**config.mk**
```make
export PLATFORM = sky130hd
export DESIGN_NAME = mul_div_datapath
export DESIGN_NICKNAME = d
export VERILOG_FILES = /design/src/rtl/mul_div_datapath.sv
export SDC_FILE = /design/constraint.sdc
export NUM_CORES = 1
export LEC_CHECK = 0
export CAP_MARGIN = 20
export CORE_ASPECT_RATIO = 1.1
export CORE_UTILIZATION = 30
export CTS_CLUSTER_DIAMETER = 60
export DETAILED_ROUTE_END_ITERATION = 8
export GPL_TIMING_DRIVEN = 0
export PLACE_DENSITY = 0.6
export SLEW_MARGIN = 5
export SYNTH_ARGS = -nofsm -noshare
export SYNTH_HDL_FRONTEND = slang
export SYNTH_SLANG_ARGS = --single-unit
export TNS_END_PERCENT = 10
```
**constraint.sdc**
```tcl
create_clock -name clock -period 5.6 [get_ports clock]
set_input_delay 1.12 -clock clock [delete_from_list [all_inputs] [get_ports clock]]
set_output_delay 1.12 -clock clock [all_outputs]
set_load 0.01 [all_outputs]
```
**src/rtl/mul_div_datapath.sv**
```systemverilog
// mul_div_datapath
// ----------------
// Sequenced datapath for a shift-add multiplier (mode 0) and a restoring
// divider (mode 1). An external control unit drives one control word per
// clock. This block executes it and reports when the iteration counter
// reaches zero.
//
// Ports
//   clock        rising-edge clock
//   reset        synchronous, active-high reset
//   cs[4:0]      control word:
//                  [0] LOAD     [1] ARITH    [2] SHIFT
//                  [3] RESTORE  [4] LATCH
//   mode         0 = multiply, 1 = divide (captured on LOAD)
//   a_in         multiplicand (mode 0) / divisor (mode 1)
//   b_in         multiplier (mode 0) / dividend (mode 1)
//   result       latched product, or {remainder, quotient}
//   valid        one-cycle pulse following each LATCH
//   count_zero   iteration counter is zero
//   div_by_zero  sticky flag, set by a divide LOAD with a_in == 0
module mul_div_datapath #(
  parameter int WIDTH = 8
) (
  input  logic               clock,
  input  logic               reset,
  input  logic [4:0]         cs,
  input  logic               mode,
  input  logic [WIDTH-1:0]   a_in,
  input  logic [WIDTH-1:0]   b_in,
  output logic [2*WIDTH-1:0] result,
  output logic               valid,
  output logic               count_zero,
  output logic               div_by_zero
);

  localparam int CW = $clog2(WIDTH) + 1;

  logic [WIDTH-1:0]   m_reg, m_next;
  logic [WIDTH:0]     acc_reg, acc_next;
  logic [WIDTH-1:0]   q_reg, q_next;
  logic [CW-1:0]      cnt_reg, cnt_next;
  logic               mode_reg, mode_next;
  logic [2*WIDTH-1:0] result_reg, result_next;
  logic               valid_reg, valid_next;
  logic               dbz_reg, dbz_next;

  always_comb begin
    m_next      = m_reg;
    acc_next    = acc_reg;
    q_next      = q_reg;
    cnt_next    = cnt_reg;
    mode_next   = mode_reg;
    dbz_next    = dbz_reg;

    // LATCH always samples the pre-edge registers, so it is independent of
    // whichever other operation shares the cycle.
    result_next = cs[4] ? {acc_reg[WIDTH-1:0], q_reg} : result_reg;
    valid_next  = cs[4];

    if (cs[0]) begin
      m_next    = a_in;
      q_next    = b_in;
      acc_next  = '0;
      cnt_next  = CW'(WIDTH);
      mode_next = mode;
      dbz_next  = mode && (a_in == '0);
    end else if (cs[1]) begin
      if (mode_reg) begin
        // Trial subtraction; ACC[WIDTH] becomes the sign of the remainder.
        acc_next = acc_reg - {1'b0, m_reg};
      end else if (q_reg[0]) begin
        // ACC[WIDTH] keeps the carry so it is shifted back into the product.
        acc_next = acc_reg + {1'b0, m_reg};
      end
    end else if (cs[3]) begin
      if (mode_reg) begin
        if (acc_reg[WIDTH]) begin
          acc_next  = acc_reg + {1'b0, m_reg};
          q_next[0] = 1'b0;
        end else begin
          q_next[0] = 1'b1;
        end
      end
    end else if (cs[2] && (cnt_reg != '0)) begin
      if (mode_reg) begin
        {acc_next, q_next} = {acc_reg[WIDTH-1:0], q_reg, 1'b0};
      end else begin
        {acc_next, q_next} = {1'b0, acc_reg, q_reg[WIDTH-1:1]};
      end
      cnt_next = cnt_reg - CW'(1);
    end
  end

  always_ff @(posedge clock) begin
    if (reset) begin
      m_reg      <= '0;
      acc_reg    <= '0;
      q_reg      <= '0;
      cnt_reg    <= '0;
      mode_reg   <= 1'b0;
      result_reg <= '0;
      valid_reg  <= 1'b0;
      dbz_reg    <= 1'b0;
    end else begin
      m_reg      <= m_next;
      acc_reg    <= acc_next;
      q_reg      <= q_next;
      cnt_reg    <= cnt_next;
      mode_reg   <= mode_next;
      result_reg <= result_next;
      valid_reg  <= valid_next;
      dbz_reg    <= dbz_next;
    end
  end

  assign result      = result_reg;
  assign valid       = valid_reg;
  assign div_by_zero = dbz_reg;
  assign count_zero  = (cnt_reg == '0);

endmodule

```
# Word level (Yosys, flattened, before mapping)

Index checks and enable logic that the tools add are counted.

ROM bits: 0
Logic and storage cells: 56
Register bits: 48
Latch bits: 0
Memories kept: 0
Input bits: 24
RAM bits: 0
Output and inout bits: 19

Magnitude comparators: 0
Bitwise logic cells: 2
Equality and inequality tests: 6
Divide/modulo/power cells: 0
Multiplexer cells: 20
Reductions and logical operators: 14
$add $sub $neg: 3
Shifts and indexed selects: 0
Multipliers: 0

Operators with widths:

| operator              | count |
|---|---|
| $mux W9               | 8 |
| $mux W8               | 4 |
| $mux W4               | 4 |
| $reduce_and A3 Y1     | 4 |
| $add A9 B8 Y9         | 1 |
| $ne A3 B2 Y1 const B  | 3 |
| $sub A9 B8 Y9         | 1 |
| $logic_not A8 Y1      | 1 |
| $mux W7               | 1 |
| $reduce_bool A3 Y1    | 2 |
| $logic_not A4 Y1      | 1 |
| $ne A2 B2 Y1 const B  | 2 |
| $reduce_and A4 Y1     | 1 |
| $reduce_bool A4 Y1    | 1 |
| $sub A4 B1 Y4 const B | 1 |
| $mux W1               | 3 |
| $ne A3 B1 Y1 const B  | 1 |
| $logic_and A1 B1 Y1   | 2 |
| $not A1 Y1            | 2 |
| $reduce_bool A2 Y1    | 1 |
| $reduce_or A2 Y1      | 1 |

# Logic depth before layout (Yosys ltp)

Gate-level depths: netlist of the first run.

Depth after elaboration: 6
Gate-level depth with buffers: 15
Depth with buffers taken out: 14

# Worst setup path before layout of the first run

Ideal clock, no wire load.

Path kind: input -> register
Start point: in cs[3]
End point: reg acc_reg[8]
Setup time: 127 ps
Data arrival time: 2,484 ps
Cell stages on the path: 8
Path slack: 2,989 ps
Path buffers: 2
Required time: 5,473 ps
Cells stage by stage: buf_2 or2_1 buf_6 nor3b_4 o22ai_1 a21oi_1 a211oi_1 or3b_1

Longest elaborated chain between the ends: 2
Elaborated cells on any way between the ends: 5
Those cells by class: eq/ne: 1; mux: 2; reduce/logical: 2

RTL lines:

| item                                                          | line | text |
|---|---|---|
| start, declared                                               | 26   | `input logic [4:0] cs,` |
| $ne A3 B2 Y1 (no line), or another cell as far along          | -    |  |
| $reduce_and A3 Y1 (no line) / $mux W9 (equally long branches) | -    |  |
| end signal, assigned                                          | 106  | `acc_reg <= acc_next;` |
| end, declared                                                 | 39   | `logic [WIDTH:0] acc_reg, acc_next;` |

Parallel ways exist; a longest one is shown, timed or not.
A chain may end at the register's enable or synchronous reset.

# Worst setup path after layout of the first run

Start point: reg cnt_reg[0]
End point: out count_zero

Longest elaborated chain between the ends: 1

RTL lines:

| item                   | line | text |
|---|---|---|
| start, declared        | 41   | `logic [CW-1:0] cnt_reg, cnt_next;` |
| start signal, assigned | 108  | `cnt_reg <= cnt_next;` |
| $logic_not A4 Y1       | 119  | `assign count_zero = (cnt_reg == '0);` |
| end, declared          | 32   | `output logic count_zero,` |

No other way between the ends.

==> results of run 1 <==
==> critical path: stages (launching register included) <==
cell and delay, ns:
dfxtp_1 0.35, inv_1 0.06, ha_1 0.15, nor3b_1 0.40
clkdlybuf4s50_1 0.63
==> Yosys cell counts, drive strengths merged (3+ instances only) <==
cell | n | area (µm²)
inv | 17 | 63.8
nand2 | 11 | 41.3
xnor2 | 7 | 61.3
or2 | 3 | 18.8
mux2i | 39 | 390
a211oi | 14 | 105
o22ai | 3 | 18.8
a21o | 4 | 30.0
xor2 | 3 | 26.3
o221a | 3 | 33.8
nor2 | 56 | 210
a21oi | 33 | 176
dfxtp | 48 | 961
nor3 | 9 | 50.1
nor2b | 7 | 43.8
a31oi | 5 | 31.3
o21ai | 13 | 65.1
ha | 18 | 225
clkbuf | 9 | 33.8
nor4 | 5 | 31.3
or3 | 3 | 18.8
nor3b | 7 | 63.8
buf | 16 | 92.6
==> through the flow <==
step / instances / worst slack [ns] / instance area [µm²] / utilization (%)
after floorplan: 360 / 2.99 / 3050 / -
after global placement: 519 / 2.57 / 3590 / 36.3
after detailed placement: 519 / 2.56 / 3590 / 36.3
after CTS: 527 / 2.56 / 3730 / 37.7
after global routing: 527 / 2.39 / 3730 / 37.7
final: 527 / 2.57 / 3730 / 37.7
==> final cells by class <==
type	instances	area, µm²
Multi-Input combinational cell	270	1900
Inverter	17	63.8
Clock inverter	3	68.8
Sequential cell	48	961
Tap cell	120	150
Fill cell	1012	6160
Clock buffer	5	68.8
Timing Repair Buffer	39	390
Buffer	25	126
==> placed cells by master, fill, tap and decap left out, types with 4 or more instances in the layout <==
cell              n
a31oi_1           5
xnor2_1           7
a21o_1            4
nor3b_1           6
mux2i_1          39
clkdlybuf4s50_1  39
nor3_1            8
nor2_1           56
o21ai_0          10
nor4_1            5
clkbuf_1          9
dfxtp_1          48
a21oi_1          32
buf_2             5
nor2b_1           7
clkbuf_8          5
buf_1             6
ha_1             18
a211oi_1         14
inv_1            17
nand2_1          11
==> cell families (layout without fill, tap and decap cells) <==
logic type               Yosys count  count (layout)  synth area share, %
AO/OA/AOI/OAI                     91              91                 20.1
XOR/XNOR                          10              10                 2.87
adder cells (fa/ha/maj)           20              20                 8.70
buffers and inverters             42              89                 6.24
flip-flops                        48              48                 31.5
multiplexers                      40              40                 13.2
AND/OR/NAND/NOR                  109             109                 17.4
==> metal layers <==
metal / GRT usage [%] / vias to the layer above / share of wire [%]
met5: 0 / - / 0
met3: 2.66 / 15 / 4.9
li1: - / 1368 / -
met1: 20.8 / 1282 / 47
met2: 25.8 / 68 / 47
met4: 5.95 / 0 / 1.7
==> where the power goes <==
group,switching [W],internal [W]
clock,0.000135,0.000180
combinational,0.0000972,0.0000841
sequential,0.0000155,0.000356
total,0.000248,0.000620
==> path summary, 6_finish.rpt <==
check | startpoint | endpoint | slack (ns)
setup / recovery | cnt_reg[0] | count_zero | 2.57
hold / removal | result[13] | result[13] | 0.50
setup reg to reg | acc_reg[5] | acc_reg[8] | 2.59
hold reg to reg | result[13] | result[13] | 0.50
==> flow_metrics.env, run 1 <==
export IMPL_slew_violations=0
export IMPL_cellPowerDensity_mw_per_mm2=233
export IMPL_via_per_inst=5.19
export IMPL_cts_clk_slew_worst_paths_ns=0.10
export IMPL_max_freq_mhz=331
export IMPL_rr_worst_depth=13
export IMPL_ys_warn_count=0
export IMPL_synth_distinct_cells=53
export IMPL_track_usage_pct=15.8
export IMPL_numCtsBuffers=5
export IMPL_postCtsSetupBuffers=0
export IMPL_clk_insertion_delay_late_ns=0.32
export IMPL_dp_hpwl_mm=6.01
export IMPL_netlist_area_mm2=0.00305
export IMPL_synth_async_reset_ratio_pct=0
export IMPL_slew_headroom_pct=53.8
export IMPL_cts_max_path_buffers=2
export IMPL_worstPathRequired_ns=4.48
export IMPL_ios=43
export IMPL_fp_dieH_um=108
export IMPL_seq_area_frac_synth_pct=31.5
export IMPL_setup_violations=0
export IMPL_drt_iter0_markers=199
export IMPL_postSynthAreaPerCell_um2=8.47
export IMPL_vias=2733
export IMPL_synth_edf_count=0
export IMPL_rsz0062_at_grt="no"
export IMPL_hold_depth=2
export IMPL_wl_per_cell_um=15.3
export IMPL_cp_arrival_ns=1.91
export IMPL_ant_nets=0
export IMPL_drive_gt1_share_pct=7.13
export IMPL_clock_root_buffer="clkbuf_8"
export IMPL_area_growth_pct=22.2
export IMPL_status="completed"
export IMPL_syn_inst=360
export IMPL_io_buffers=39
export IMPL_hold_class="reg2reg"
export IMPL_cts_max_level=2
export IMPL_leakagePower_nw=1.46
export IMPL_nNetsFinal=450
export IMPL_hold_ws_ns=0.504
export IMPL_grt_overflow_total=0
export IMPL_grt_pass1_vias=2682
export IMPL_tightest_slew_ns=0.693
export IMPL_ctsHoldBuffers=0
export IMPL_core_area_mm2=0.00989
export IMPL_firstDrtPassIters=4
export IMPL_ir_drop_mv=0.108
export IMPL_die_area_mm2=0.0106
export IMPL_crit_path_start_kind="flop"
export IMPL_largest_reg_flops=16
export IMPL_routed_wl_mm=8.08
export IMPL_fin_tns_setup_ns=0
export IMPL_grt_max_degree=17
export IMPL_antenna_cells=0
export IMPL_fin_skew_ns=0.0118
export IMPL_cts_tree="done"
export IMPL_synth_nets=404
export IMPL_grt_pass1_wl_mm=13.3
export IMPL_cts_resized=0
export IMPL_die_w_um=98.1
export IMPL_period_needed_ns=3.03
export IMPL_cts_sinks=48
export IMPL_synth_seq_cells=48
export IMPL_start_util_pct=30.8
export IMPL_cap_violations=0
export IMPL_place_congestion=0.875
export IMPL_rows=38
export IMPL_remaining_drc_errors=0
export IMPL_antenna_found_initial=0
export IMPL_hold_violations=0
export IMPL_critPathMaxFanout=3
export IMPL_finalPower_w=0.000868
export IMPL_crit_path_end_kind="primary output"
export IMPL_fin_crit_sh_pct=54.0
export IMPL_crit_type="reg2out"
export IMPL_ys_flop_type="dfxtp_1"
(Power assumes the default switching activity.)
==> inputs of run 2 (changes only) <==
==> constraint.sdc (replaced) <==
create_clock -name clock -period 3.2 [get_ports clock]
set_input_delay 0.64 -clock clock [delete_from_list [all_inputs] [get_ports clock]]
set_output_delay 0.64 -clock clock [all_outputs]
set_load 0.01 [all_outputs]
==> run 2 against run 1 <==
Utilization up 0.051 points. Cell count unchanged. Total power increased by 75%. Design area up 0.13%. Setup slack got worse by 2.3 ns. Largest cell class unchanged. Largest power group unchanged.
==> flow_metrics.env, run 2 (same netlist as run 1, synthesis figures left out) <==
export IMPL_crit_path_start_kind="flop"
export IMPL_hold_violations=0
export IMPL_largest_reg_flops=16
export IMPL_grt_pass1_vias=2682
export IMPL_rows=38
export IMPL_setup_violations=0
export IMPL_via_per_inst=5.18
export IMPL_ios=43
export IMPL_antenna_cells=0
export IMPL_max_freq_mhz=344
export IMPL_place_congestion=0.875
export IMPL_slew_headroom_pct=53.9
export IMPL_fp_dieH_um=108
export IMPL_clk_insertion_delay_late_ns=0.32
export IMPL_r2r_slack_ns=0.29
export IMPL_period_needed_ns=2.91
export IMPL_final_common_cell="nor2_1"
export IMPL_drt_iter0_markers=197
export IMPL_slew_violations=0
export IMPL_cts_tree="done"
export IMPL_core_area_mm2=0.00989
export IMPL_worst_path_buf_inv=1
export IMPL_track_usage_pct=15.8
export IMPL_antenna_found_initial=0
export IMPL_crit_path_end_kind="flop"
export IMPL_ir_drop_mv=0.190
export IMPL_grt_max_degree=17
export IMPL_cts_clk_slew_worst_paths_ns=0.11
export IMPL_layout_common_cells="nor2_1 (56), dfxtp_1 (48), mux2i_1 (39), clkdlybuf4s50_1 (39), a21oi_1 (32)"
export IMPL_status="completed"
export IMPL_cellPowerDensity_mw_per_mm2=407
export IMPL_wl_per_cell_um=15.4
export IMPL_worst_path_dominant_cell_family="simple AND/OR/NAND/NOR gates"
export IMPL_cts_sinks=48
export IMPL_numCtsBuffers=5
export IMPL_cap_violations=0
export IMPL_slowest_stage="dfxtp_1"
export IMPL_fin_skew_ns=0.00991
export IMPL_crit_type="reg2reg"
export IMPL_die_w_um=98.1
export IMPL_die_area_mm2=0.0106
export IMPL_dpl_cell_count=519
export IMPL_tightest_slew_ns=0.692
export IMPL_routed_wl_mm=8.11
export IMPL_io_buffers=39
export IMPL_rsz0062_at_grt="no"
export IMPL_cts_max_level=2
export IMPL_hold_class="reg2reg"
export IMPL_dp_hpwl_mm=6.01
export IMPL_fin_crit_sh_pct=91.0
export IMPL_fill_cells=1010
export IMPL_remaining_drc_errors=0
export IMPL_grt_overflow_total=0
export IMPL_fin_tns_setup_ns=0
export IMPL_worstPathRequired_ns=3.40
export IMPL_drive_gt1_share_pct=7.37
export IMPL_leakagePower_nw=1.46
export IMPL_ant_nets=0
export IMPL_critPathMaxFanout=10
export IMPL_vias=2728
export IMPL_cp_arrival_ns=3.12
export IMPL_start_util_pct=30.8
export IMPL_path_cells="ha_1 > clkbuf_1 > nor3_2 > o21ai_0 > nand2_1 > a21oi_1 > nor2_1 > nor2_1 > ha_1 > o22ai_1 > a21oi_1 > a211oi_1 > or3b_1"
export IMPL_nNetsFinal=450
export IMPL_firstDrtPassIters=4
export IMPL_layoutNonFillerInstCount=527
export IMPL_grt_pass1_wl_mm=13.3
export IMPL_cp_slowest_stage_delay_ns=0.52
export IMPL_clock_root_buffer="clkbuf_8"
export IMPL_cts_max_path_buffers=2
export IMPL_area_growth_pct=22.4
[run 2: cell count changes in the layout (fill, tap and decap cells not counted)]
cell,previous run,this run
nor3_1,8,7
nor3_2,1,2
[run 2: metrics by stage]
stage                     hold WS, ns  setup WS, ns  total power (W)  instance area, µm²  util [%]
after global routing            0.544         0.111          0.00159                3730      37.7
final                           0.504         0.289          0.00152                3730      37.7
after global placement          0.481         0.248         0.000973                3590      36.3
after floorplan                 0.480         0.606         0.000875                3050         -
after CTS                       0.513         0.207          0.00153                3730      37.7
after detailed placement        0.487         0.236         0.000978                3590      36.3
[run 2: tightest hold or removal path, cell delays in order, from the launching register on]
cell	delay [ns]
dfxtp_1	0.34
mux2i_1	0.06
nor2_1	0.07
[run 2: what timing repair did]
action | in CTS | in global routing
setup endpoints to repair | 0 | 1
gates resized for setup | 0 | 1
buffers inserted | 0 | 0
hold buffers | 0 | 0
[run 2: worst paths after layout]
path                                  from         end  cells after the start
worst max-delay path            acc_reg[5]  acc_reg[8]                     13
worst min register to register  result[13]  result[13]                      2
worst min-delay path            result[13]  result[13]                      2
worst max register to register  acc_reg[5]  acc_reg[8]                     13
[run 2: power by group]
group	switching, W	internal (W)	total, W	leakage, nW
Clock	0.000235	0.000315	0.000550	0.0687
Combinational	0.000171	0.000147	0.000318	1.00
Sequential	0.0000274	0.000623	0.000650	0.392
Total	0.000433	0.00108	0.00152	1.46
[run 2: layout make-up]
type / count / area (µm²) / area share [%]
inverters: 17 / 63.8 / 1.71
clock buffers: 5 / 68.8 / 1.84
flip-flops and latches: 48 / 961 / 25.8
plain buffers: 25 / 126 / 3.39
multi-input cells: 270 / 1900 / 51.0
clock inverters: 3 / 68.8 / 1.84
repair buffers: 39 / 390 / 10.5
well taps: 120 / 150 / 4.02
[run 2: routing by layer]
metal | global-route usage [%] | vias to the layer above | routed length [µm]
met4 | 5.95 | 0 | 100
met5 | 0 | - | 0
met2 | 25.8 | 71 | 3820
met1 | 20.8 | 1281 | 3840
li1 | - | 1365 | -
met3 | 2.66 | 11 | 347
==> inputs of run 3 (changes only) <==
--- a/config.mk
+++ b/config.mk
@@ -12,6 +12,7 @@
 export DETAILED_ROUTE_END_ITERATION = 8
 export GPL_TIMING_DRIVEN = 0
 export PLACE_DENSITY = 0.6
+export RECOVER_POWER = 25
 export SLEW_MARGIN = 5
 export SYNTH_ARGS = -nofsm -noshare
 export SYNTH_HDL_FRONTEND = slang
==> run 3 against run 2 <==
Clock power barely moved. Combinational power barely moved. Sequential share of layout area barely moved. First-iteration DRC count rose by 3.0%. Clock-buffer cell count did not move. Design area barely moved. Critical path type unchanged. Largest cell class unchanged.
==> flow_metrics.env, run 3 (same netlist as run 1, synthesis figures left out) <==
export IMPL_status="completed"
export IMPL_area_growth_pct=22.4
export IMPL_rsz0062_at_grt="no"
export IMPL_ctsHoldBuffers=0
export IMPL_remaining_drc_errors=0
export IMPL_grt_overflow_total=0
export IMPL_drt_iter0_markers=203
export IMPL_final_common_cell="nor2_1"
export IMPL_cts_tree="done"
export IMPL_setup_violations=0
export IMPL_cap_violations=0
export IMPL_ant_nets=0
export IMPL_place_congestion=0.875
export IMPL_max_freq_mhz=341
export IMPL_power_share_clock_pct=36.4
export IMPL_dp_hpwl_mm=6.01
export IMPL_routed_wl_mm=8.09
export IMPL_die_area_mm2=0.0106
export IMPL_crit_path_end_kind="flop"
export IMPL_crit_type="reg2reg"
export IMPL_leakagePower_nw=1.49
export IMPL_wl_per_cell_um=15.4
export IMPL_hold_class="reg2reg"
export IMPL_grt_max_degree=17
export IMPL_ios=43
export IMPL_via_per_inst=5.18
export IMPL_grt_pass1_wl_mm=13.3
export IMPL_p_sw_w=0.000436
export IMPL_critPathMaxFanout=10
export IMPL_hold_violations=0
export IMPL_tightest_slew_ns=0.869
export IMPL_p_int_w=0.00108
export IMPL_slew_headroom_pct=42.1
export IMPL_clk_insertion_delay_late_ns=0.32
export IMPL_switching_share_pct=28.7
export IMPL_cts_max_path_buffers=2
export IMPL_numCtsBuffers=5
export IMPL_comb_power_share_pct=20.8
export IMPL_nNetsFinal=450
export IMPL_fin_tns_setup_ns=0
export IMPL_core_area_mm2=0.00989
export IMPL_die_w_um=98.1
export IMPL_clock_root_buffer="clkbuf_8"
export IMPL_cellPowerDensity_mw_per_mm2=407
export IMPL_firstDrtPassIters=4
export IMPL_fin_skew_ns=0.0127
export IMPL_worstPathRequired_ns=3.41
export IMPL_drive_gt1_share_pct=7.13
export IMPL_fin_crit_sh_pct=91.5
export IMPL_cts_clk_slew_worst_paths_ns=0.11
export IMPL_cp_arrival_ns=3.13
export IMPL_slew_violations=0
export IMPL_cts_sinks=48
export IMPL_antenna_found_initial=0
export IMPL_layout_common_cells="nor2_1 (56), dfxtp_1 (48), mux2i_1 (39)"
export IMPL_largest_reg_flops=16
export IMPL_period_needed_ns=2.93
export IMPL_io_buffers=39
export IMPL_start_util_pct=30.8
export IMPL_p_seq_share_pct=42.8
export IMPL_ir_drop_mv=0.190
export IMPL_antenna_cells=0
export IMPL_grt_pass1_vias=2682
export IMPL_track_usage_pct=15.8
export IMPL_crit_path_start_kind="flop"
export IMPL_cts_max_level=2
export IMPL_final_util_pct=37.7
export IMPL_rows=38
export IMPL_vias=2728
export IMPL_fp_dieH_um=108
-- run 3: cell count changes in the layout (fill, tap and decap cells not counted), sizes merged --
cell,change
dlygate4sd3,+11
clkdlybuf4s50,-11
clkbuf,+2
buf,-2
-- run 3: area by class of cell --
cell class	instances	area [µm²]
plain buffers	25	125
clock buffers	5	68.8
clock inverters	3	68.8
fillers	1011	6160
inverters	17	63.8
multi-input cells	270	1900
flip-flops and latches	48	961
well taps	120	150
repair buffers	39	390
-- run 3: per-layer routing --
metal	track usage, %	share of wire (%)
met1	20.8	47
met2	25.8	46
met3	2.66	4.5
met4	5.95	1.7
met5	0	0
-- run 3: critical path: stages (launching register included) --
cell and delay, ns:
dfxtp_1 0.53, ha_1 0.32, clkbuf_1 0.26, nor3_2 0.29
o21ai_0 0.15, nand2_1 0.12, a21oi_1 0.08, nor2_1 0.11
nor2_1 0.06, ha_1 0.26, o22ai_1 0.07, a21oi_1 0.15
a211oi_1 0.06, or3b_1 0.35
-- run 3: path summary, 6_finish.rpt --
path,endpoint,slack [ns],cells past startpoint,startpoint
setup / recovery,acc_reg[8],0.27,13,acc_reg[5]
setup reg to reg,acc_reg[8],0.27,13,acc_reg[5]
hold reg to reg,result[13],0.50,2,result[13]
hold / removal,result[13],0.50,2,result[13]
-- run 3: timing repair --
item / in CTS / in global routing
buffers inserted: 0 / 0
hold endpoints to repair: 0 / 0
setup endpoints to repair: 0 / 1
gates resized for setup: 0 / 1
-- run 3: power groups by stage --
stage | sequential [W] | clock [W] | combinational (W)
floorplan | 0.000657 | 0 | 0.000218
global placement | 0.000663 | 0 | 0.000310
detailed placement | 0.000664 | 0 | 0.000314
CTS | 0.000650 | 0.000564 | 0.000316
global route | 0.000654 | 0.000579 | 0.000351
finish | 0.000650 | 0.000553 | 0.000316
-- run 3: stage by stage --
step	total power [W]	cells	hold slack [ns]	instance area [µm²]	setup slack (ns)
floorplan	0.000875	360	0.480	3050	0.606
global placement	0.000973	519	0.481	3590	0.248
detailed placement	0.000978	519	0.487	3590	0.236
CTS	0.00153	527	0.513	3730	0.207
global route	0.00158	527	0.539	3730	0.111
finish	0.00152	527	0.498	3730	0.271
